==> config.mk <==
export PLATFORM = sky130hd
export DESIGN_NAME = rwc_puf_engine
export DESIGN_NICKNAME = d
export VERILOG_FILES = /design/src/rtl/rwc_puf_engine.sv
export SDC_FILE = /design/constraint.sdc
export NUM_CORES = 1
export LEC_CHECK = 0
export CORE_ASPECT_RATIO = 1.4
export CORE_UTILIZATION = 57
export DETAILED_ROUTE_END_ITERATION = 8
export GPL_TIMING_DRIVEN = 0
export PLACE_DENSITY = 0.94
export RECOVER_POWER = 25
export SLEW_MARGIN = 20
export SYNTH_ARGS = -nofsm -noshare
export SYNTH_HDL_FRONTEND = slang
export SYNTH_SLANG_ARGS = --single-unit
==> constraint.sdc <==
create_clock -name clk -period 9.71 [get_ports clk]
set_clock_uncertainty 0.15 [all_clocks]
set_input_delay 1.4565 -clock clk [delete_from_list [all_inputs] [get_ports clk]]
set_output_delay 1.4565 -clock clk [all_outputs]
set_load 0.02 [all_outputs]
==> src/rtl/rwc_puf_engine.sv <==
`default_nettype none
`timescale 1ns/1ps
// ============================================================================
// Module      : rwc_puf_engine
// Description : Read-write collision PUF engine. For each challenge it runs
//               N_EVAL collision/clean evaluations on an external single-port
//               BRAM and produces a majority-voted response, a per-bit
//               instability mask and a sticky clean-check flag.
// Revision    : 1.0 - initial release
// ============================================================================
module rwc_puf_engine #(
  parameter int            DW            = 32,
  parameter int            AW            = 10,
  parameter int            N_EVAL        = 5,
  parameter int            RD_LAT        = 1,
  parameter logic [DW-1:0] CLEAR_PATTERN = {DW{1'b0}}
) (
  input  logic          clk,
  input  logic          w_resetn,
  // challenge side
  input  logic          req_valid,
  output logic          req_ready,
  input  logic [DW-1:0] cha_data,
  input  logic [AW-1:0] cha_addr,
  input  logic          abort,
  // BRAM port
  output logic          mem_en,
  output logic          mem_we,
  output logic [AW-1:0] mem_addr,
  output logic [DW-1:0] mem_din,
  input  logic [DW-1:0] mem_dout,
  // response side
  output logic          rsp_valid,
  input  logic          rsp_ready,
  output logic [DW-1:0] rsp_write,
  output logic [DW-1:0] rsp_unstable,
  output logic [DW-1:0] rsp_clean,
  output logic          clean_err
);

  // Vote counter width: holds 0..N_EVAL without overflow.
  localparam int              CW          = $clog2(N_EVAL + 1);
  localparam logic [1:0]      c_LAT_LAST  = 2'(RD_LAT - 1);
  localparam logic [3:0]      c_EVAL_LAST = 4'(N_EVAL - 1);
  localparam logic [CW-1:0]   c_N_CNT     = CW'(N_EVAL);
  localparam logic [CW:0]     c_N_CMP     = (CW + 1)'(N_EVAL);

  typedef enum logic [2:0] {
    S_IDLE   = 3'd0,
    S_WRITE  = 3'd1,
    S_WAIT_W = 3'd2,
    S_CLEAR  = 3'd3,
    S_WAIT_C = 3'd4,
    S_FINAL  = 3'd5,
    S_HOLD   = 3'd6
  } state_t;

  state_t        r_state;
  logic [DW-1:0] r_cha;
  logic [1:0]    r_lat;
  logic [3:0]    r_eval;
  logic [CW-1:0] r_cnt [DW];

  logic [DW-1:0] w_vote;
  logic [DW-1:0] w_unst;
  logic          w_busy;

  // Abort is honoured only while an evaluation sequence is in flight.
  assign w_busy = (r_state != S_IDLE) && (r_state != S_HOLD);

  // Majority vote (strictly more than half, so an even tie gives 0) and
  // disagreement mask derived from the per-bit counters.
  always_comb begin
    w_vote = '0;
    w_unst = '0;
    for (int i = 0; i < DW; i++) begin
      w_vote[i] = ({r_cnt[i], 1'b0} > c_N_CMP);
      w_unst[i] = (r_cnt[i] != '0) && (r_cnt[i] != c_N_CNT);
    end
  end

  // Sequencer: all BRAM and response outputs are registered here and set on
  // entry to the state that owns them.
  always_ff @(posedge clk) begin
    if (!w_resetn) begin
      r_state      <= S_IDLE;
      r_cha        <= '0;
      r_lat        <= '0;
      r_eval       <= '0;
      for (int i = 0; i < DW; i++) r_cnt[i] <= '0;
      req_ready    <= 1'b1;
      mem_en       <= 1'b0;
      mem_we       <= 1'b0;
      mem_addr     <= '0;
      mem_din      <= '0;
      rsp_valid    <= 1'b0;
      rsp_write    <= '0;
      rsp_unstable <= '0;
      rsp_clean    <= '0;
      clean_err    <= 1'b0;
    end else if (abort && w_busy) begin
      // Drop the request; a write already on the port this cycle still lands.
      r_state   <= S_IDLE;
      r_lat     <= '0;
      r_eval    <= '0;
      for (int i = 0; i < DW; i++) r_cnt[i] <= '0;
      req_ready <= 1'b1;
      mem_en    <= 1'b0;
      mem_we    <= 1'b0;
    end else begin
      case (r_state)
        S_IDLE: begin
          if (req_valid) begin
            r_cha     <= cha_data;
            r_lat     <= '0;
            r_eval    <= '0;
            for (int i = 0; i < DW; i++) r_cnt[i] <= '0;
            clean_err <= 1'b0;
            req_ready <= 1'b0;
            mem_en    <= 1'b1;
            mem_we    <= 1'b1;
            mem_addr  <= cha_addr;
            mem_din   <= cha_data;
            r_state   <= S_WRITE;
          end
        end
        S_WRITE: begin
          mem_en  <= 1'b0;
          mem_we  <= 1'b0;
          r_lat   <= '0;
          r_state <= S_WAIT_W;
        end
        S_WAIT_W: begin
          if (r_lat == c_LAT_LAST) begin
            // Collision read-back is on the bus now: tally each bit.
            for (int i = 0; i < DW; i++) r_cnt[i] <= r_cnt[i] + CW'(mem_dout[i]);
            mem_en  <= 1'b1;
            mem_we  <= 1'b1;
            mem_din <= CLEAR_PATTERN;
            r_state <= S_CLEAR;
          end else begin
            r_lat <= r_lat + 2'd1;
          end
        end
        S_CLEAR: begin
          mem_en  <= 1'b0;
          mem_we  <= 1'b0;
          r_lat   <= '0;
          r_state <= S_WAIT_C;
        end
        S_WAIT_C: begin
          if (r_lat == c_LAT_LAST) begin
            rsp_clean <= mem_dout;
            if (mem_dout != CLEAR_PATTERN) clean_err <= 1'b1;
            if (r_eval == c_EVAL_LAST) begin
              r_state <= S_FINAL;
            end else begin
              r_eval  <= r_eval + 4'd1;
              mem_en  <= 1'b1;
              mem_we  <= 1'b1;
              mem_din <= r_cha;
              r_state <= S_WRITE;
            end
          end else begin
            r_lat <= r_lat + 2'd1;
          end
        end
        S_FINAL: begin
          rsp_write    <= w_vote;
          rsp_unstable <= w_unst;
          rsp_valid    <= 1'b1;
          r_state      <= S_HOLD;
        end
        S_HOLD: begin
          if (rsp_ready) begin
            rsp_valid <= 1'b0;
            req_ready <= 1'b1;
            r_state   <= S_IDLE;
          end
        end
        default: begin
          r_state   <= S_IDLE;
          req_ready <= 1'b1;
          mem_en    <= 1'b0;
          mem_we    <= 1'b0;
        end
      endcase
    end
  end

endmodule
`default_nettype wire

==> out/qor.yml <==
detailed_routing:
  post_drt_via_cell_ratio: 6.06
  drc_errors: 0
  antenna_left: 0
  first_iter_violations: 895
  vias: 11097
  wl_microns: 37700
  firstDrtPassIters: 5
  avgRoutedWirePerCell_microns: 20.6
synthesis:
  synth_warnings: 0
  async_flop_share: 0
  syn_avg_cell_area_sq_um: 9.83
  yosys.area.top_type: "dfxtp_1"
  synth_fp_nets: 1416
  synth_top_area_frac: 0.298
  synth_cell_types: 59
  synthTopCellsByArea: "dfxtp_1 (30%), edfxtp_1 (22%), ha_1 (6.7%)"
  synth-edff-count: 93
  netlist_area_sq_um: 12500
  synth_seq_cells: 279
  postSynthCellCount: 1270
  synthFlopType: "dfxtp_1"
  seq_area_frac_synth: 0.522
final_layout:
  nFillCells: 1393
  diodes: 0
  seqCellArea_sq_um: 6520
  drive_above_1_share: 0.0500
  synthToLayoutAreaGrowth_pct: 27.5
  fin_nets: 1666
  multi_input_area_sq_um: 5510
grt:
  grt_overflow: 0
  gr-usage-all-layers: 0.331
  grt_pass1_vias: 11276
  grt_max_degree: 37
  antenna_found_initial: 0
  grt_pass1_wl_microns: 58000
floorplanning:
  die_h_microns: 177
  die_w_microns: 127
  initial_core_util: 0.584
  pin_count: 222
  coreArea_sq_um: 21400
  dieArea_sq_um: 22500
  fp-row-count: 63
min_path:
  hp-class: "reg2reg"
  whs_path_depth: 2
placement:
  place_ws_ns: 5.12
  io_buffers: 221
  gp_routability_congestion: 0.888
  hpwl_microns: 26500
power_and_ir_drop:
  p_seq_frac: 0.482
  p_sw_uw: 761
  p_int_mw: 2.06
  ir_worst_vdd_v: 0.000153
  p_leak_nw: 6.68
  p_sw_frac: 0.270
  combPwrFrac: 0.152
  p_clk_frac: 0.366
  power.density_nw_per_um2: 177
clock_tree:
  cts_sinks: 279
  cts_max_level: 1
  clockBufferDepth: 3
  insertion_delay_ns: 0.54
  cts_tree: "yes"
  root_buffer: "clkbuf_16"
  post_cts_buffers: 0
  cts_buffers: 26
  clkSlewWorstSetupHoldPaths_ns: 0.07
  cts_resized: 0
  cts_hold_buf: 0
timing:
  rsz0062_at_grt: "false"
  timing.slew.headroom: 0.418
  finalCritPeriodShare: 0.429
  timing.final.ws_setup_ns: 5.54
  worst_slew_pin_slew_ns: 0.873
  finalSetupViolCount: 0
  fmax_mhz: 240
  setup_tns_ns: 0
  slew_viol_final: 0
  final-hold-violation-count: 0
  period_needed_ns: 4.17
critical_path:
  critPathKind: "in2reg"
  crit_fanout: 25
  worst_setup_path_end_kind: "register"
  crit_path_start_kind: "input port"
  crit_required_ns: 9.80
  crit_arrival_ns: 4.26
  r2r_cells: 8
flow_run:
  max-cap-violations: 0
status:
  status: "finished clean"
layout make-up:
class / instances / area share
buffer: 95 / 0.0251
clock buffer: 33 / 0.0458
clock inverter: 15 / 0.00771
inverter: 7 / 0.00165
multi-input combinational: 889 / 0.347
sequential: 279 / 0.410
tap: 292 / 0.0230
timing repair buffer: 222 / 0.141
layer usage:
layer | part of all wire | global-route usage
met3 | 0.086 | 0.0713
met5 | 0 | 0
met1 | 0.35 | 0.346
met2 | 0.51 | 0.597
met4 | 0.062 | 0.214
per-stage QoR:
step / utilization / instance area [sq um] / instances / power [mW] / hold slack (ns)
floorplan: - / 12500 / 1270 / 1.62 / 0.286
global placement: 0.705 / 15100 / 1783 / 1.78 / 0.292
detailed placement: 0.706 / 15100 / 1784 / 1.80 / 0.297
CTS: 0.746 / 15900 / 1832 / 2.81 / 0.305
global route: 0.745 / 15900 / 1832 / 2.90 / 0.321
finish: 0.745 / 15900 / 1832 / 2.82 / 0.303
Yosys cell counts, types with 2 or more instances:
master and instances:
dfxtp_1 186, nand2_1 172, a21oi_1 166, nor2_1 112
edfxtp_1 93, ha_1 67, and3_1 62, clkbuf_1 58
o21ai_0 38, xor2_1 33, a211oi_1 32, xnor2_1 32
buf_2 30, nor2b_1 23, o211a_1 20, o221ai_1 19
or3_1 13, a32o_1 12, and2_1 12, o311a_1 12
nor4_1 8, nand2b_1 6, nand3_1 6, inv_1 5
a21o_1 3, buf_1 3, buf_4 3, mux2i_1 3
nor3_1 3, or2_1 3, a22oi_1 2, a311oi_1 2
mux2_2 2, nand4_1 2, o211ai_1 2, or2_2 2
cells by family (layout without fill, tap and decap cells):
logic type,count (synthesis),after routing,synth area share
fa+ha+maj,67,67,0.0672
flops,279,279,0.522
buf+inv,102,372,0.0352
xor+xnor,65,65,0.0456
mux,5,5,0.00421
compound gates,316,316,0.161
simple gates,436,436,0.165
layout by cell type (no fill, tap or decap), drive strengths merged, types with 33 or more instances in the layout:
cell type      netlist  routed
nand2              172     172
ha                  67      67
o21ai               39      39
dlygate4sd3          0      80
edfxtp              93      93
xor2                33      33
clkdlybuf4s50        0     141
clkbuf              58     100
nor2               113     113
dfxtp              186     186
a21oi              166     166
and3                62      62
state kept, by name, indices dropped and copies added, names as in the netlist, 2 cells and up:
| signal | flops |
|---|---|
| rsp_unstable | 32 |
| r_eval | 4 |
| r_cnt | 96 |
| mem_din | 32 |
| rsp_clean | 32 |
| r_cha | 32 |
| r_state | 3 |
| rsp_write | 32 |
| r_lat | 2 |
| mem_addr | 10 |
final timing paths:
| path | from | end | slack (ns) |
|---|---|---|---|
| max reg2reg | r_lat[0] | r_cnt[9][2] | 6.38 |
| max | abort | r_cnt[9][2] | 5.54 |
| min reg2reg | rsp_clean[29] | rsp_clean[29] | 0.30 |
| min | rsp_clean[29] | rsp_clean[29] | 0.30 |
critical path, stage by stage:
cell	delay, ns
dlygate4sd3_1	0.63
nor3b_2	0.33
and2_0	0.17
clkbuf_1	0.43
clkbuf_1	0.36
or2_2	0.63
buf_16	0.25
power by group through the flow:
stage	combinational (mW)	sequential, mW	clock (mW)
after floorplan	0.219	1.40	0
after global placement	0.400	1.38	0
after detailed placement	0.422	1.38	0
after CTS	0.430	1.36	1.03
after global routing	0.463	1.37	1.07
final	0.428	1.36	1.03
Power figures use the tool's default switching activity.
